[config.mk]
export PLATFORM = sky130hd
export DESIGN_NAME = mux2_rr_arbiter_flat
export DESIGN_NICKNAME = d
export VERILOG_FILES = /design/src/rtl/mux2_rr_arbiter_if.sv /design/src/rtl/mux2_rr_arbiter.sv /design/src/flat_wrapper.sv
export SDC_FILE = /design/constraint.sdc
export NUM_CORES = 1
export LEC_CHECK = 0
export BUFFER_PORTS_ARGS = -buffer_cell sky130_fd_sc_hd__buf_2
export CORE_ASPECT_RATIO = 0.5
export CORE_MARGIN = 2
export CORE_UTILIZATION = 50
export CTS_CLUSTER_DIAMETER = 200
export CTS_CLUSTER_SIZE = 12
export DETAILED_ROUTE_END_ITERATION = 6
export GPL_TIMING_DRIVEN = 0
export MAX_ROUTING_LAYER = met4
export PLACE_DENSITY = 0.91
export SLEW_MARGIN = 30
export SYNTH_ARGS = -nofsm -noshare
export SYNTH_HDL_FRONTEND = slang
export SYNTH_HIERARCHICAL = 1
export SYNTH_SLANG_ARGS = --single-unit
[constraint.sdc]
create_clock -name CLK -period 3.7 [get_ports CLK]
set_clock_uncertainty 0.05 [all_clocks]
set_input_delay 0.74 -clock CLK [delete_from_list [all_inputs] [get_ports CLK]]
set_output_delay 0.74 -clock CLK [all_outputs]
set_load 0.02 [all_outputs]
[src/rtl/mux2_rr_arbiter_if.sv]
// Handshake bundle between two valid/ready sources, the round-robin arbiter
// and the single downstream consumer. The arbiter connects through the slave
// modport; the environment driving sources/consumer uses the master modport.
interface mux2_rr_arbiter_if #(
  parameter int unsigned WIDTH = 32
);
  logic             REQ0_VALID;
  logic [WIDTH-1:0] REQ0_DATA;
  logic             REQ0_READY;
  logic             REQ1_VALID;
  logic [WIDTH-1:0] REQ1_DATA;
  logic             REQ1_READY;
  logic             OUT_VALID;
  logic [WIDTH-1:0] OUT_DATA;
  logic             OUT_SRC;
  logic             OUT_READY;

  modport slave (
    input  REQ0_VALID, REQ0_DATA, REQ1_VALID, REQ1_DATA, OUT_READY,
    output REQ0_READY, REQ1_READY, OUT_VALID, OUT_DATA, OUT_SRC
  );

  modport master (
    output REQ0_VALID, REQ0_DATA, REQ1_VALID, REQ1_DATA, OUT_READY,
    input  REQ0_READY, REQ1_READY, OUT_VALID, OUT_DATA, OUT_SRC
  );
endinterface

[src/rtl/mux2_rr_arbiter.sv]
// Two-requester round-robin arbiter sharing one MUX2T1 datapath and one
// output register. A grant lasts up to MAX_BURST accepted beats; at burst end
// the other source takes over if it is waiting, otherwise the current owner is
// re-granted with a fresh count. SEL of the mux is owned by the FSM state.

// Plain 2:1 word multiplexer: SEL=0 passes D0, SEL=1 passes D1.
module MUX2T1 #(
  parameter int unsigned WIDTH = 32
) (
  input  logic [WIDTH-1:0] D0,
  input  logic [WIDTH-1:0] D1,
  input  logic             SEL,
  output logic [WIDTH-1:0] DOUT
);
  // Select the word of the granted source.
  always_comb begin
    DOUT = SEL ? D1 : D0;
  end
endmodule

module mux2_rr_arbiter #(
  parameter int unsigned WIDTH     = 32,
  parameter int unsigned MAX_BURST = 4
) (
  input logic                CLK,
  input logic                RST_N,
  mux2_rr_arbiter_if.slave   bus
);
  localparam int unsigned    CW        = $clog2(MAX_BURST) + 1;
  localparam logic [CW-1:0]  BEAT_LAST = CW'(MAX_BURST - 1);

  typedef enum logic [1:0] {
    IDLE   = 2'd0,
    GRANT0 = 2'd1,
    GRANT1 = 2'd2
  } state_e;

  state_e           state_q, state_d;
  logic             last_q, last_d;
  logic [CW-1:0]    beat_q, beat_d;

  logic             out_valid_q;
  logic [WIDTH-1:0] out_data_q;
  logic             out_src_q;

  logic             sel;
  logic             space;
  logic             ready0, ready1;
  logic             accept;
  logic             own_valid, other_valid;
  logic [WIDTH-1:0] mux_dout;

  MUX2T1 #(.WIDTH(WIDTH)) u_mux (
    .D0   (bus.REQ0_DATA),
    .D1   (bus.REQ1_DATA),
    .SEL  (sel),
    .DOUT (mux_dout)
  );

  // Handshake decode: grant owner, room in the output register, acceptance.
  always_comb begin
    sel         = (state_q == GRANT1);
    space       = !out_valid_q || bus.OUT_READY;
    ready0      = (state_q == GRANT0) && space && RST_N;
    ready1      = (state_q == GRANT1) && space && RST_N;
    accept      = (bus.REQ0_VALID && ready0) || (bus.REQ1_VALID && ready1);
    own_valid   = sel ? bus.REQ1_VALID : bus.REQ0_VALID;
    other_valid = sel ? bus.REQ0_VALID : bus.REQ1_VALID;
  end

  // Next grant, round-robin pointer and burst count.
  always_comb begin
    state_d = state_q;
    last_d  = last_q;
    beat_d  = beat_q;
    unique case (state_q)
      IDLE: begin
        beat_d = '0;
        if (bus.REQ0_VALID && bus.REQ1_VALID) begin
          state_d = last_q ? GRANT0 : GRANT1;
        end else if (bus.REQ0_VALID) begin
          state_d = GRANT0;
        end else if (bus.REQ1_VALID) begin
          state_d = GRANT1;
        end
      end
      GRANT0, GRANT1: begin
        if (!own_valid) begin
          // Owner went away: spend this cycle handing over (or going idle).
          last_d  = sel;
          beat_d  = '0;
          state_d = other_valid ? (sel ? GRANT0 : GRANT1) : IDLE;
        end else if (accept) begin
          if (beat_q == BEAT_LAST) begin
            // Burst end: the owner just transferred, so IDLE is never the
            // successor here; it is either the waiting peer or a re-grant.
            last_d  = sel;
            beat_d  = '0;
            state_d = other_valid ? (sel ? GRANT0 : GRANT1) : state_q;
          end else begin
            beat_d = beat_q + 1'b1;
          end
        end
      end
      default: begin
        state_d = IDLE;
        beat_d  = '0;
      end
    endcase
  end

  // FSM state register with synchronous active-low reset.
  always_ff @(posedge CLK) begin
    if (!RST_N) begin
      state_q <= IDLE;
      last_q  <= 1'b1;
      beat_q  <= '0;
    end else begin
      state_q <= state_d;
      last_q  <= last_d;
      beat_q  <= beat_d;
    end
  end

  // One-entry output register: load on accept, empty on consume-only.
  always_ff @(posedge CLK) begin
    if (!RST_N) begin
      out_valid_q <= 1'b0;
      out_data_q  <= '0;
      out_src_q   <= 1'b0;
    end else if (accept) begin
      out_valid_q <= 1'b1;
      out_data_q  <= mux_dout;
      out_src_q   <= sel;
    end else if (bus.OUT_READY) begin
      out_valid_q <= 1'b0;
    end
  end

  assign bus.REQ0_READY = ready0;
  assign bus.REQ1_READY = ready1;
  assign bus.OUT_VALID  = out_valid_q;
  assign bus.OUT_DATA   = out_data_q;
  assign bus.OUT_SRC    = out_src_q;
endmodule
[src/flat_wrapper.sv]
// flat-port wrapper written by rule: the top's interface ports become plain ports
module mux2_rr_arbiter_flat 
#(
  parameter int unsigned WIDTH     = 32,
  parameter int unsigned MAX_BURST = 4
)
  (CLK, RST_N, bus_REQ0_VALID, bus_REQ0_DATA, bus_REQ1_VALID, bus_REQ1_DATA, bus_OUT_READY, bus_REQ0_READY, bus_REQ1_READY, bus_OUT_VALID, bus_OUT_DATA, bus_OUT_SRC);
  mux2_rr_arbiter_if #(.WIDTH(WIDTH)) bus_i ();
  input logic CLK;
  input logic RST_N;
  input wire logic [$bits(bus_i.REQ0_VALID)-1:0] bus_REQ0_VALID;
  input wire logic [$bits(bus_i.REQ0_DATA)-1:0] bus_REQ0_DATA;
  input wire logic [$bits(bus_i.REQ1_VALID)-1:0] bus_REQ1_VALID;
  input wire logic [$bits(bus_i.REQ1_DATA)-1:0] bus_REQ1_DATA;
  input wire logic [$bits(bus_i.OUT_READY)-1:0] bus_OUT_READY;
  output wire logic [$bits(bus_i.REQ0_READY)-1:0] bus_REQ0_READY;
  output wire logic [$bits(bus_i.REQ1_READY)-1:0] bus_REQ1_READY;
  output wire logic [$bits(bus_i.OUT_VALID)-1:0] bus_OUT_VALID;
  output wire logic [$bits(bus_i.OUT_DATA)-1:0] bus_OUT_DATA;
  output wire logic [$bits(bus_i.OUT_SRC)-1:0] bus_OUT_SRC;
  assign bus_i.REQ0_VALID = bus_REQ0_VALID;
  assign bus_i.REQ0_DATA = bus_REQ0_DATA;
  assign bus_i.REQ1_VALID = bus_REQ1_VALID;
  assign bus_i.REQ1_DATA = bus_REQ1_DATA;
  assign bus_i.OUT_READY = bus_OUT_READY;
  assign bus_REQ0_READY = bus_i.REQ0_READY;
  assign bus_REQ1_READY = bus_i.REQ1_READY;
  assign bus_OUT_VALID = bus_i.OUT_VALID;
  assign bus_OUT_DATA = bus_i.OUT_DATA;
  assign bus_OUT_SRC = bus_i.OUT_SRC;
  mux2_rr_arbiter #(.WIDTH(WIDTH), .MAX_BURST(MAX_BURST)) u_core (.CLK(CLK), .RST_N(RST_N), .bus(bus_i));
endmodule
Word-level counts from Yosys, hierarchy flattened
Index checks and enable logic that the tools add are counted.

word-level totals
  flip-flop bits (word level) = 40
  output and inout port bits = 36

operators by class
  add/sub/neg operators = 1
  eq/ne operators = 9
  multiplexer cells = 20
  reductions and logical operators = 16

operators by type and width
  kind                                                   number
  two-way mux 32 bit                                     1
  two-way mux 2 bit                                      10
  logical AND 1 bit                                      7
  two-way mux 1 bit                                      7
  inequality test 3 bit, second input constant           2
  AND reduction 3 bit                                    2
  inequality test 4 x 3 -> 1 bit, second input constant  1
  case mux 2 bit (2 select lines)                        1
  AND reduction 4 bit                                    1
  adder 3 x 1 -> 3 bit, second input constant            1
  equality test 3 x 2 -> 1 bit, second input constant    1
  two-way mux 3 bit                                      1
  inequality test 3 x 2 -> 1 bit, second input constant  1
  equality test 2 x 1 -> 1 bit, second input constant    1
  equality test 2 bit, second input constant             1
  logical NOT 2 bit                                      1
  logical OR 1 bit                                       2
  inequality test 2 x 1 -> 1 bit, second input constant  1
  inequality test 2 bit, second input constant           1
  nonzero test 2 bit                                     1
  OR reduction 2 bit                                     1
  logical NOT 1 bit                                      1

Longest topological paths before layout
  word-level depth = 9
  depth in mapped cells = 9
  depth with buffers taken out = 6

By module
The synthesis kept the hierarchy.

modules (own cells, without submodules)
  module           instances  cells each  area an instance (um2)  sequential area each (um2)
  mux2_rr_arbiter  1          201         1,674.1                 800.8
  MUX2T1           1          36          544.3                   0.0

Least setup slack after synthesis
Ideal clock, no wire load.

  kind = in2out
  start point = input port bus_OUT_READY
  end point = output port bus_REQ0_READY
  data arrival time = 1.219 ns
  data required time = 2.910 ns
  path slack = 1.691 ns
  stages on the path = 2
  buffers on the path = 0
  path through = nand2b_1 > and3_1

between the ends
  word-level cells in the longest chain between the ends = 3

ends and longest elaborated chain
  what                            line                   text
  start, declared                 flat_wrapper.sv:15     input wire logic [$bits(bus_i.OUT_READY)-1:0] bus_OUT_READY;
  logical OR 1 bit                mux2_rr_arbiter.sv:63  space = !out_valid_q || bus.OUT_READY;
  logical AND 1 bit (2 in a row)  mux2_rr_arbiter.sv:64  ready0 = (state_q == GRANT0) && space && RST_N;
  end, declared                   flat_wrapper.sv:16     output wire logic [$bits(bus_i.REQ0_READY)-1:0] bus_REQ0_READY;

No other way between the ends.

Final worst setup path
  start point = register u_core.state_q[0]
  end point = output port bus_REQ1_READY

between the ends
  word-level cells in the longest chain between the ends = 3

ends and longest elaborated chain
  what                            line                    text
  start, declared                 mux2_rr_arbiter.sv:38   state_e state_q, state_d;
  start signal, assigned          mux2_rr_arbiter.sv:119  state_q <= state_d;
  equality test 2 bit             -
  named net u_core.sel            mux2_rr_arbiter.sv:46   logic sel;
  logical AND 1 bit (2 in a row)  mux2_rr_arbiter.sv:65   ready1 = (state_q == GRANT1) && space && RST_N;
  end, declared                   flat_wrapper.sv:17      output wire logic [$bits(bus_i.REQ1_READY)-1:0] bus_REQ1_READY;

The timed path passes the listed nets, and every way through them passes these cells.

==> flow_summary.yaml <==
setup_path:
  startpoint_type: "flip-flop"
  crit_fanout: 8
  cp.arrival_ns: 1.44
  ff2ff_path_depth: 9
  end_kind: "primary output"
  critical_path_class: "flip-flop to primary output"
  worstPathRequired_ns: 2.91
yosys:
  yosys_warnings: 6
  seq_area_frac_synth: 0.361
  ys_seq_elements: 40
  synth_top_area_frac: 0.361
  syn_nets: 311
  synth_area_leaders: "dfxtp_1, mux2_4, nand2_1, a21oi_1, buf_6"
  ys_types: 32
  synth_cells: 237
  postSynthAreaPerCell_sq_um: 9.36
  synth_area_leader_cell: "dfxtp_1"
  synth_area_sq_um: 2220
clocking:
  clk_latency_ns: 0.30
  clk_pin_slew_ns: 0.08
  numCtsBuffers: 5
  cts-htree-levels: 2
  clockRootBuffer: "clkbuf_8"
  postCtsHoldBufs: 0
  clock_path_buffers: 2
  cts.sinks: 40
  post-cts-setup-buffers: 0
  cts_tree: "yes"
  postCtsResizedCells: 0
detailed_routing:
  vias: 2101
  vias_per_cell: 5.19
  ant_nets: 0
  drc: 0
  first_pass_iters: 4
  drtIter0Drc: 77
  wl_per_cell_microns: 13.6
  wirelength_microns: 5510
placement:
  gp_congestion: 0.795
  port_buffers: 103
  placed_cells: 397
  dp_hpwl_microns: 4290
  postPlaceCellArea_sq_um: 2810
sta:
  tightest_slew_ns: 0.467
  whs_ns: 0.402
  setup-tns-final_ns: 0
  rsz0062_at_grt: "false"
  fin_crit_sh: 0.604
  max_freq_mhz: 448
  layout_min_cycle_time_ns: 2.23
  slew_viol_final: 0
  report.final.setup_viol: 0
  slew_headroom: 0.688
  finalHoldViolations: 0
floorplan:
  dieArea_sq_um: 5020
  core_area_sq_um: 4340
  die_h_microns: 51.1
  die_w_microns: 98.2
  start_util: 0.511
  rows: 17
  ios: 105
global_routing:
  gr-total-overflow: 0
  track_usage: 0.221
  antenna_found_initial: 0
  grt_max_degree: 14
  grt_pass1_wl_microns: 8690
  grt_pass1_vias: 2096
cells_and_area:
  post_layout_nonfiller_instances: 405
  area_growth_pct: 30.8
  drive_gt1_frac: 0.460
  fin_area_sq_um: 2900
  mostFrequentLayoutCells: "buf_2, nand2_1, dfxtp_1"
  mostFrequentLayoutCell: "buf_2"
  fin_util: 0.669
  nNetsFinal: 421
  n_antenna_cell: 0
power_and_ir_drop:
  ir_worst_vdd_mv: 0.228
  p_leak_nw: 1.37
  p_per_area_nw_per_um2: 540
min_path:
  hold_depth: 2
  hold_path_class: "flip-flop to flip-flop"
job:
  maxCapViolations: 0
run_status:
  status: "complete, no violations"
## critical path, cell delays in order (launching register included)
cell and delay [ns]:
dfxtp_1 0.38, inv_1 0.08, ha_1 0.22, buf_2 0.18, and3_1 0.15, buf_2 0.15
## per-stage QoR
stage | power (mW) | worst slack, ns
after floorplan | 1.09 | 1.69
after global placement | 1.23 | 1.51
after detailed placement | 1.26 | 1.49
after CTS | 1.57 | 1.46
after global routing | 1.65 | 1.35
final | 1.57 | 1.47
## power by group
part | leakage, nW | switching, mW | internal, mW
Combinational | 0.994 | 0.360 | 0.375
Clock | 0.0516 | 0.157 | 0.152
Sequential | 0.324 | 0.0332 | 0.489
Total | 1.37 | 0.550 | 1.02
## flip-flops by register name (all words and copies together), names as in the netlist
| name | count |
|---|---|
| u_core/bus.OUT_DATA | 32 |
| u_core/beat_q | 3 |
| u_core/state_q | 2 |
| u_core/bus.OUT_SRC | 1 |
| u_core/bus.OUT_VALID | 1 |
| u_core/last_q | 1 |
## kinds of logic after synthesis
logic type / after synthesis / share of synthesized area
compound gates: 45 / 0.114
fa+ha+maj: 5 / 0.0282
buf+inv: 20 / 0.0840
flops: 40 / 0.361
mux: 36 / 0.231
simple gates: 91 / 0.182
## final timing paths
kind	start	to	slack (ns)
worst max-delay path	u_core/state_q[0]	bus_REQ1_READY	1.47
worst min-delay path	u_core/bus.OUT_DATA[13]	u_core/bus.OUT_DATA[13]	0.40
worst max register to register	u_core/state_q[0]	u_core/bus.OUT_DATA[18]	1.71
worst min register to register	u_core/bus.OUT_DATA[13]	u_core/bus.OUT_DATA[13]	0.40
## per-layer routing
layer | global-route usage | share of wire | up-vias
met5 | - | 0 | -
met4 | 0.0936 | 0.0084 | 0
met3 | 0.0465 | 0.047 | 5
met2 | 0.441 | 0.57 | 52
met1 | 0.214 | 0.38 | 1029
li1 | - | - | 1015
## cell type report
type,count,area [sq um]
fillers,332,1440
multi-input cells,177,1230
flip-flops and latches,40,801
repair buffers,103,515
plain buffers,16,171
clock buffers,6,82.6
well taps,57,71.3
inverters,4,15.0
clock inverters,2,13.8
## cells in the mapped netlist
master / n
a2111o_1: 1
nand2b_1: 3
mux2_4: 30
nand2_1: 75
buf_2: 2
dfxtp_1: 40
a21oi_1: 36
inv_2: 1
a211oi_1: 1
or3_1: 1
clkbuf_1: 3
ha_1: 5
a22oi_2: 1
inv_1: 3
and2_1: 1
o21ai_0: 2
o211ai_1: 1
and2b_1: 1
o32a_1: 1
nor2_1: 3
a31oi_1: 1
buf_6: 8
and3_1: 2
mux2i_1: 4
nand3b_1: 1
a21boi_0: 1
buf_12: 3
nand4_1: 1
mux2_2: 2
nor3b_4: 1
nor2b_1: 1
nand3b_4: 1
(Power assumes the default switching activity.)
